## src/rtl/uart_tx_serializer.sv

```systemverilog
// Byte-level UART transmitter: start bit, 8 data bits LSB first, optional parity,
// 1 or 2 stop bits. All outputs are registered from the next-state decode.
module uart_tx_serializer #(
  parameter int unsigned CLK_FREQ  = 100000000,
  parameter int unsigned BAUD_RATE = 115200,
  parameter int unsigned PARITY    = 0,
  parameter int unsigned STOP_BITS = 1
) (
  input  logic       clk,
  input  logic       reset,
  input  logic       tx_start,
  input  logic [7:0] tx_data,
  output logic       tx,
  output logic       tx_busy,
  output logic       tx_done
);

  localparam int unsigned CLKS_PER_BIT = CLK_FREQ / BAUD_RATE;
  localparam bit          PAR_EN       = (PARITY == 1) || (PARITY == 2);
  localparam bit          PAR_ODD      = (PARITY == 1);
  localparam int unsigned STOPS        = (STOP_BITS == 2) ? 2 : 1;
  localparam int unsigned STOP_CLKS    = STOPS * CLKS_PER_BIT;
  localparam int unsigned CW           = $clog2(STOP_CLKS + 1);

  localparam logic [CW-1:0] BIT_LAST  = CW'(CLKS_PER_BIT - 1);
  localparam logic [CW-1:0] STOP_LAST = CW'(STOP_CLKS - 1);
  localparam logic [CW-1:0] CNT_ONE   = CW'(1);

  typedef enum logic [2:0] {
    ST_IDLE,
    ST_START,
    ST_DATA,
    ST_PARITY,
    ST_STOP,
    ST_DONE
  } state_t;

  state_t        state, state_n;
  logic [CW-1:0] baud_cnt, cnt_n;
  logic [2:0]    bit_idx, idx_n;
  logic [7:0]    shift_reg, shift_n;
  logic          par_acc, par_n;
  logic          tx_n, busy_n, done_n;

  always_ff @(posedge clk or negedge reset) begin
    if (!reset) begin
      state     <= ST_IDLE;
      baud_cnt  <= '0;
      bit_idx   <= '0;
      shift_reg <= '0;
      par_acc   <= 1'b0;
      tx        <= 1'b1;
      tx_busy   <= 1'b0;
      tx_done   <= 1'b0;
    end else begin
      state     <= state_n;
      baud_cnt  <= cnt_n;
      bit_idx   <= idx_n;
      shift_reg <= shift_n;
      par_acc   <= par_n;
      tx        <= tx_n;
      tx_busy   <= busy_n;
      tx_done   <= done_n;
    end
  end

  always_comb begin
    state_n = state;
    cnt_n   = baud_cnt + CNT_ONE;
    idx_n   = bit_idx;
    shift_n = shift_reg;
    par_n   = par_acc;

    unique case (state)
      // DONE accepts a strobe exactly like IDLE so frames can run back to back
      ST_IDLE, ST_DONE: begin
        cnt_n   = '0;
        state_n = ST_IDLE;
        if (tx_start) begin
          shift_n = tx_data;
          par_n   = 1'b0;
          idx_n   = '0;
          state_n = ST_START;
        end
      end
      ST_START: begin
        if (baud_cnt == BIT_LAST) begin
          cnt_n   = '0;
          idx_n   = '0;
          state_n = ST_DATA;
        end
      end
      ST_DATA: begin
        if (baud_cnt == BIT_LAST) begin
          cnt_n   = '0;
          shift_n = {1'b0, shift_reg[7:1]};
          par_n   = par_acc ^ shift_reg[0];
          idx_n   = bit_idx + 3'd1;
          if (bit_idx == 3'd7) begin
            state_n = PAR_EN ? ST_PARITY : ST_STOP;
          end
        end
      end
      ST_PARITY: begin
        if (baud_cnt == BIT_LAST) begin
          cnt_n   = '0;
          state_n = ST_STOP;
        end
      end
      ST_STOP: begin
        if (baud_cnt == STOP_LAST) begin
          cnt_n   = '0;
          state_n = ST_DONE;
        end
      end
      default: begin
        cnt_n   = '0;
        state_n = ST_IDLE;
      end
    endcase

    // Outputs decode the next state so each register lines up with its state
    tx_n   = 1'b1;
    busy_n = 1'b0;
    done_n = 1'b0;
    unique case (state_n)
      ST_START: begin
        tx_n   = 1'b0;
        busy_n = 1'b1;
      end
      ST_DATA: begin
        tx_n   = shift_n[0];
        busy_n = 1'b1;
      end
      ST_PARITY: begin
        tx_n   = par_n ^ PAR_ODD;
        busy_n = 1'b1;
      end
      ST_STOP: begin
        busy_n = 1'b1;
      end
      ST_DONE: begin
        done_n = 1'b1;
      end
      default: begin
        tx_n = 1'b1;
      end
    endcase
  end

endmodule

```

## config.mk

```make
export PLATFORM = sky130hd
export DESIGN_NAME = uart_tx_serializer
export DESIGN_NICKNAME = d
export VERILOG_FILES = /design/src/rtl/uart_tx_serializer.sv
export SDC_FILE = /design/constraint.sdc
export NUM_CORES = 1
export LEC_CHECK = 0
export CORE_UTILIZATION = 50
export DETAILED_ROUTE_END_ITERATION = 16
export MAX_ROUTING_LAYER = met4
export PLACE_DENSITY = 0.7
export RECOVER_POWER = 50
export SYNTH_ARGS = -nofsm -noshare
export SYNTH_HDL_FRONTEND = slang
export SYNTH_SLANG_ARGS = --single-unit
```

## constraint.sdc

```tcl
create_clock -name clk -period 2 [get_ports clk]
set_input_delay 0.4 -clock clk [delete_from_list [all_inputs] [get_ports clk]]
set_output_delay 0.4 -clock clk [all_outputs]
set_load 0.01 [all_outputs]
```

==> results.md, run 1 <==
- Initial antenna violation count: 0
- Static leakage: 0.838 nW
- Multi-input logic area: 756 um^2
- Residual DRC: 0
- Sequential Area: 702 um^2
- Final hold vios: 0
- EDFF count, synth: 0
- Setup crit start kind: flip-flop
- Max reg flops: 10
- Met3 Track Usage GR: 2.33%
- CP cell instances: or3b_4 > buf_6 > nor4_4 > a221oi_1 > o21bai_1 > mux2_2
- Syn Inst Count: 142
- Netlist cell types: 41
- PortBufs: 13
- Ys async rst share: 100%
- Area delta synth->final: 28.6%
- Critical path startpoint: baud_cnt[4]
- GR Util met1: 30.2%
- CP endpoint kind: flip-flop
- Syn_nets: 156
- Critical-path top delay cell: dfrtp_1
- Peak supply drop: 713 uV
- HP Start: shift_reg[1]
- Max incr delay on CP: 410 ps
- Setup WS pre-CTS: -74.0 ps
- Vias in the first global route: 1167
- TritonCTS buffer count: 3
- Sequential area share after synthesis: 48.5%
- Mapped Area: 1450 um^2
- Net count, final: 194
- Num rows: 19
- Power Density: 702 nW/um^2
- Die Width: 55.8 um
- Commonest cells after routing, fill and taps aside: dfrtp_1 (27), buf_4 (24), nor2_1 (15)
- CTS Hold Bufs: 0
- Register-to-Register Path Depth: 6
- Max_slew headroom: 54.5%
- CTS root buf: clkbuf_4
- CTS sink count: 28
- Final ANT Viol Nets: 0
- Most used DFF post-synth: dfrtp_1
- Clock tree buffer depth: 2
- Starting Density: 52.5%
- Detail Placement HPWL: 2.02 mm
- Crit path DAT: 2240 ps
- Via-to-Cell Ratio: 5.62
- Max-slew violation count: 0
- Reg clk slew, reported paths: 150 ps
- Most common cell after layout, fill and taps aside: dfrtp_1
- Worst Max-Slew Pin Slew: 682 ps
- Worst Clk Skew: 11.3 ps
- Critical Path RT: 2250 ps
- # Max-Cap Violations: 0
- Worst hold path type: flip-flop to flip-flop
- Starting DRC count in detailed routing: 39
- GRT Total Usage: 21.7%
- WL/cell: 13.8 um
- Crit Path Class: flip-flop to flip-flop
- Fin Setup TNS: 0 ps
- Grt total ovfl: 0
- M2 GR Usage: 32.2%
- Final period util: 99.4%
- Detailed-route wire length: 2.91 mm
- Avg Inst Size Synth: 10.2 um^2
- FMAX: 503 MHz
- Status: complete, no violations
- Worst-skew pair later-pin latency: 340 ps
- Gr busiest metal: met2
- Final Non-Filler Cells: 210
- FF-to-FF setup slack: 10 ps
- Cell Count Post-Placement: 205
- Critical path peak fanout: 4
- Die Area: 3110 um^2
- Core area: 2760 um^2
- Worst r2r src: baud_cnt[4]
- Gpl congestion: 0.849
- H-tree depth: 1
- #FFs+latches synth: 28
- Fin worst setup slack: 12.0 ps
- RSZ-0062 raised after global routing: true
- Largest net degree at the start of global routing: 29
- Chip height: 55.8 um
- IO Pins: 14
- Vias: 1180
- First-pass iteration count of the detailed router: 4
- Hold path cells: 2
- Final setup vio count: 0
- FILL cells: 230
- Period minus WS final: 1990 ps
- Synthesis warning total: 0
- First-pass GRT wire length: 5.18 mm
- Number of diodes: 0
- Layout cell share with drive strength beyond 1: 25.7%
- CTS tree: built
==> stage by stage <==
stage | instance area (um^2) | total power, W | hold slack (ps) | utilization (%)
finish | 1860 | 0.00131 | 501 | 67.5
global route | 1860 | 0.00139 | 554 | 67.5
CTS | 1830 | 0.00131 | 408 | 66.2
detailed placement | 1770 | 0.00106 | 472 | 64.2
global placement | 1770 | 0.00105 | 455 | 64.2
floorplan | 1450 | 0.000892 | 104 | -
==> logic make-up after synthesis <==
logic type | synth area share, %
flops | 48.5
simple gates | 23.2
mux | 0.778
fa+ha+maj | 2.60
compound gates | 16.4
buf+inv | 3.03
xor+xnor | 5.45
==> cells in the mapped netlist, types with 3 or more instances <==
cell type | count | area, um^2
o21ai_0 | 10 | 50.1
dfrtp_1 | 27 | 676
xor2_1 | 3 | 26.3
nand2_1 | 14 | 52.6
nor3_1 | 3 | 15.0
inv_1 | 3 | 11.3
ha_1 | 3 | 37.5
nor2_1 | 15 | 56.3
and2_1 | 3 | 18.8
nand3_1 | 3 | 15.0
or3_1 | 3 | 18.8
xnor2_1 | 6 | 52.6
a22oi_1 | 7 | 52.6
clkbuf_1 | 3 | 11.3
nand2b_1 | 3 | 18.8
==> routing by layer <==
| metal | routed length, um | vias up | part of all wire, % |
|---|---|---|---|
| li1 | - | 584 | - |
| met1 | 1430 | 573 | 49 |
| met2 | 1360 | 18 | 47 |
| met3 | 63 | 5 | 2.2 |
| met4 | 56 | 0 | 1.9 |
| met5 | 0 | - | 0 |
==> area by class of cell <==
class,instances,area share (%)
timing repair buffer,39,17.6
multi-input combinational,105,40.6
tap,31,2.08
sequential,28,37.7
inverter,3,0.605
clock buffer,4,1.41
==> what timing repair did <==
item	4_1_cts	5_1_grt
setup endpoints to repair	4	6
resized for setup	4	6
hold endpoints to repair	0	0
buffers inserted	0	1
pin swaps	0	4
==> worst paths after layout <==
path / to
max in group asynchronous: shift_reg[2]
worst min register to register: shift_reg[1]
worst max-delay path: bit_idx[0]
worst max register to register: bit_idx[0]
worst min-delay path: shift_reg[1]
min in group asynchronous: baud_cnt[0]
==> power by group <==
group          total [W]  switching, W  internal [W]
logic           0.000345      0.000163      0.000183
clock network   0.000248      0.000170     0.0000785
registers       0.000713     0.0000502      0.000663
==> worst max-delay path: cells and delay by family (launching register included) <==
kind | cells | cell delay (ps)
and+or+nand+nor | 2 | 750
DFF | 1 | 410
AOI/OAI and AO/OA | 2 | 330
muxes | 1 | 290
buffers and inverters | 1 | 130
No activity file was read; power rests on OpenSTA's default activity.
==> run 2, diff against run 1 <==
- CORE_UTILIZATION: 50 -> 55
- PLACE_DENSITY: 0.7 -> 0.73
- clock period: 2 -> 2.1 ns (I/O delays scaled with it)
==> run 2 against run 1 <==
Against the previous run:
- first-iteration DRC count is 33% lower
- clock-buffer cell count is the same
- global-route usage up 2.8 points
- utilization is 3.6 points higher
- critical path depth up 1
- sequential share of layout area grew 2.1 points
- clock power grew 6%
- clock skew decreased by 8.7 ps
- design area down 5.3%
- critical path type unchanged
- critical endpoint unchanged
==> results.md, run 2 (same netlist as run 1, synthesis figures left out) <==
- Status: complete, no violations
- Static leakage: 0.761 nW (-9.2%)
- Worst Clk Skew: 2.65 ps (-8.70 ps)
- Commonest cells after routing, fill and taps aside: dfrtp_1 (27), nor2_1 (15), buf_4 (15)
- Die Width: 53.3 um (-4.5%)
- Initial antenna violation count: 0 (unchanged)
- Period minus WS final: 1970 ps (-19.4 ps)
- Most common cell after layout, fill and taps aside: dfrtp_1
- # Max-Cap Violations: 0 (unchanged)
- Residual DRC: 0 (unchanged)
- Max-slew violation count: 0 (unchanged)
- Worst-skew pair later-pin latency: 330 ps (about the same)
- Final setup vio count: 0 (unchanged)
- CTS tree: built
- Placed Area: 1700 um^2 (-3.9%)
- Fin util: 71.1% (+3.6 points)
- Gate power share: 23.0% (-3.4 points)
- Largest net degree at the start of global routing: 29 (unchanged)
- Post-route design area: 1760 um^2 (-5.3%)
- Crit path DAT: 2200 ps (-40 ps)
- CP endpoint kind: flip-flop
- Crit Path Class: flip-flop to flip-flop
- Peak supply drop: 613 uV (-14%)
- Chip height: 53.3 um (-4.5%)
- IO Pins: 14 (unchanged)
- Die Area: 2840 um^2 (-8.8%)
- Starting DRC count in detailed routing: 26 (-33%)
- CTS sink count: 28 (unchanged)
- Critical path peak fanout: 5 (+1)
- Number of diodes: 0 (unchanged)
- Gpl congestion: 0.919 (+8.2%)
- Worst hold path type: flip-flop to flip-flop
- Reg clk slew, reported paths: 150 ps (about the same)
- Detail Placement HPWL: 2.18 mm (+7.8%)
- Final ANT Viol Nets: 0 (unchanged)
- Layout cell share with drive strength beyond 1: 20.1% (-5.6 points)
- TritonCTS buffer count: 3 (unchanged)
- Vias: 1167 (-1.1%)
- First-pass iteration count of the detailed router: 4 (unchanged)
- FMAX: 508 MHz (+0.99%)
- Setup WS pre-CTS: -38.1 ps (+35.9 ps)
- Setup crit start kind: flip-flop
- CTS Hold Bufs: 0 (unchanged)
- Final hold vios: 0 (unchanged)
- Max reg flops: 10 (unchanged)
- Detailed-route wire length: 2.93 mm (+0.83%)
- Max_slew headroom: 53.0% (-1.5 points)
- Clock share of power: 21.3% (+2.3 points)
- Net count, final: 184 (-5.2%)
- Vias in the first global route: 1101 (-5.7%)
- Clock tree buffer depth: 2 (unchanged)
- Starting Density: 58.4% (+5.9 points)
- Core area: 2480 um^2 (-10%)
- Num rows: 18 (-1)
- Area delta synth->final: 21.8%
- H-tree depth: 1 (unchanged)
- Critical Path RT: 2330 ps (+80 ps)
- Net load switching power: 0.000354 W (-7.5%)
- Worst Max-Slew Pin Slew: 705 ps (+23.2 ps)
- Grt total ovfl: 0 (unchanged)
- Final period util: 93.7% (-5.7 points)
- PortBufs: 13 (unchanged)
- Pint: 0.000878 W (-5.0%)
- Via-to-Cell Ratio: 5.86 (+4.4%)
- Post-CTS Setup Inserts: 0 (unchanged)
- Flop pwr share: 55.6% (+1.0 points)
- First-pass GRT wire length: 4.83 mm (-6.8%)
- Fin Setup TNS: 0 ps (unchanged)
- CTS root buf: clkbuf_4
- GRT Total Usage: 24.4% (+2.8 points)
- RSZ-0062 raised after global routing: false
- Sw frac: 28.8% (-0.55 points)
- Fin worst setup slack: 131 ps (+119 ps)
- WL/cell: 14.7 um (+6.4%)
- Final hold slack: 505 ps (+3.92 ps)
- Power Density: 699 nW/um^2 (-0.43%)
==> run 2: path summary, 6_finish.rpt <==
check                        startpoint      endpoint  slack [ps]  depth (start not counted)
hold reg to reg            shift_reg[3]  shift_reg[3]         510                          2
hold / removal             shift_reg[3]  shift_reg[3]         510                          2
max in group asynchronous         reset    bit_idx[0]        1010                          2
min in group asynchronous         reset   baud_cnt[2]         640                          2
setup / recovery            baud_cnt[1]    bit_idx[0]         130                          7
setup reg to reg            baud_cnt[1]    bit_idx[0]         130                          7
==> run 2: worst max-delay path, stage by stage (launching register included) <==
cell and delay (ps):
dfrtp_1 400, ha_1 210, nand4bb_1 140, buf_4 180
o41ai_1 330, a221oi_1 120, o21bai_1 220, mux2_2 280
==> run 2: layer usage <==
metal / share of wire [%] / routed length (um) / track usage (%) / up-vias
met5: 0 / 0 / - / -
met1: 46 / 1360 / 30.3 / 561
li1: - / - / - / 567
met2: 48 / 1410 / 39.2 / 33
met4: 1.4 / 41 / 11.0 / 0
met3: 3.9 / 115 / 3.45 / 6
==> run 2: final cells by class <==
cell class	instances	area, um^2
clock buffer	4	36.3
fill	188	716
inverter	3	11.3
multi-input combinational	105	727
sequential	28	702
tap	30	37.5
timing repair buffer	29	248
==> run 2: metrics by stage <==
stage / total power [W] / instances
final: 0.00123 / 199
after global routing: 0.00130 / 199
after CTS: 0.00124 / 199
after detailed placement: 0.000976 / 195
after global placement: 0.000961 / 195
after floorplan: 0.000850 / 142
==> run 2: power by group through the flow <==
stage	Clock, W	Combinational (W)	Sequential, W
final	0.000263	0.000284	0.000685
after CTS	0.000272	0.000284	0.000686
after global placement	0	0.000269	0.000692
after detailed placement	0	0.000280	0.000696
after global routing	0.000290	0.000316	0.000697
after floorplan	0	0.000156	0.000694
==> run 2: what timing repair did <==
action | 4_1_cts | 5_1_grt
resized for setup | 1 | 3
endpoints found under the setup margin | 1 | 2
cloned | 0 | 0
pin swaps | 0 | 0
==> run 3, diff against run 2 <==
- CTS_CLUSTER_DIAMETER: default -> 40
==> results of run 3 <==
The final DEF is identical to that of run 2; final timing and power are the same.
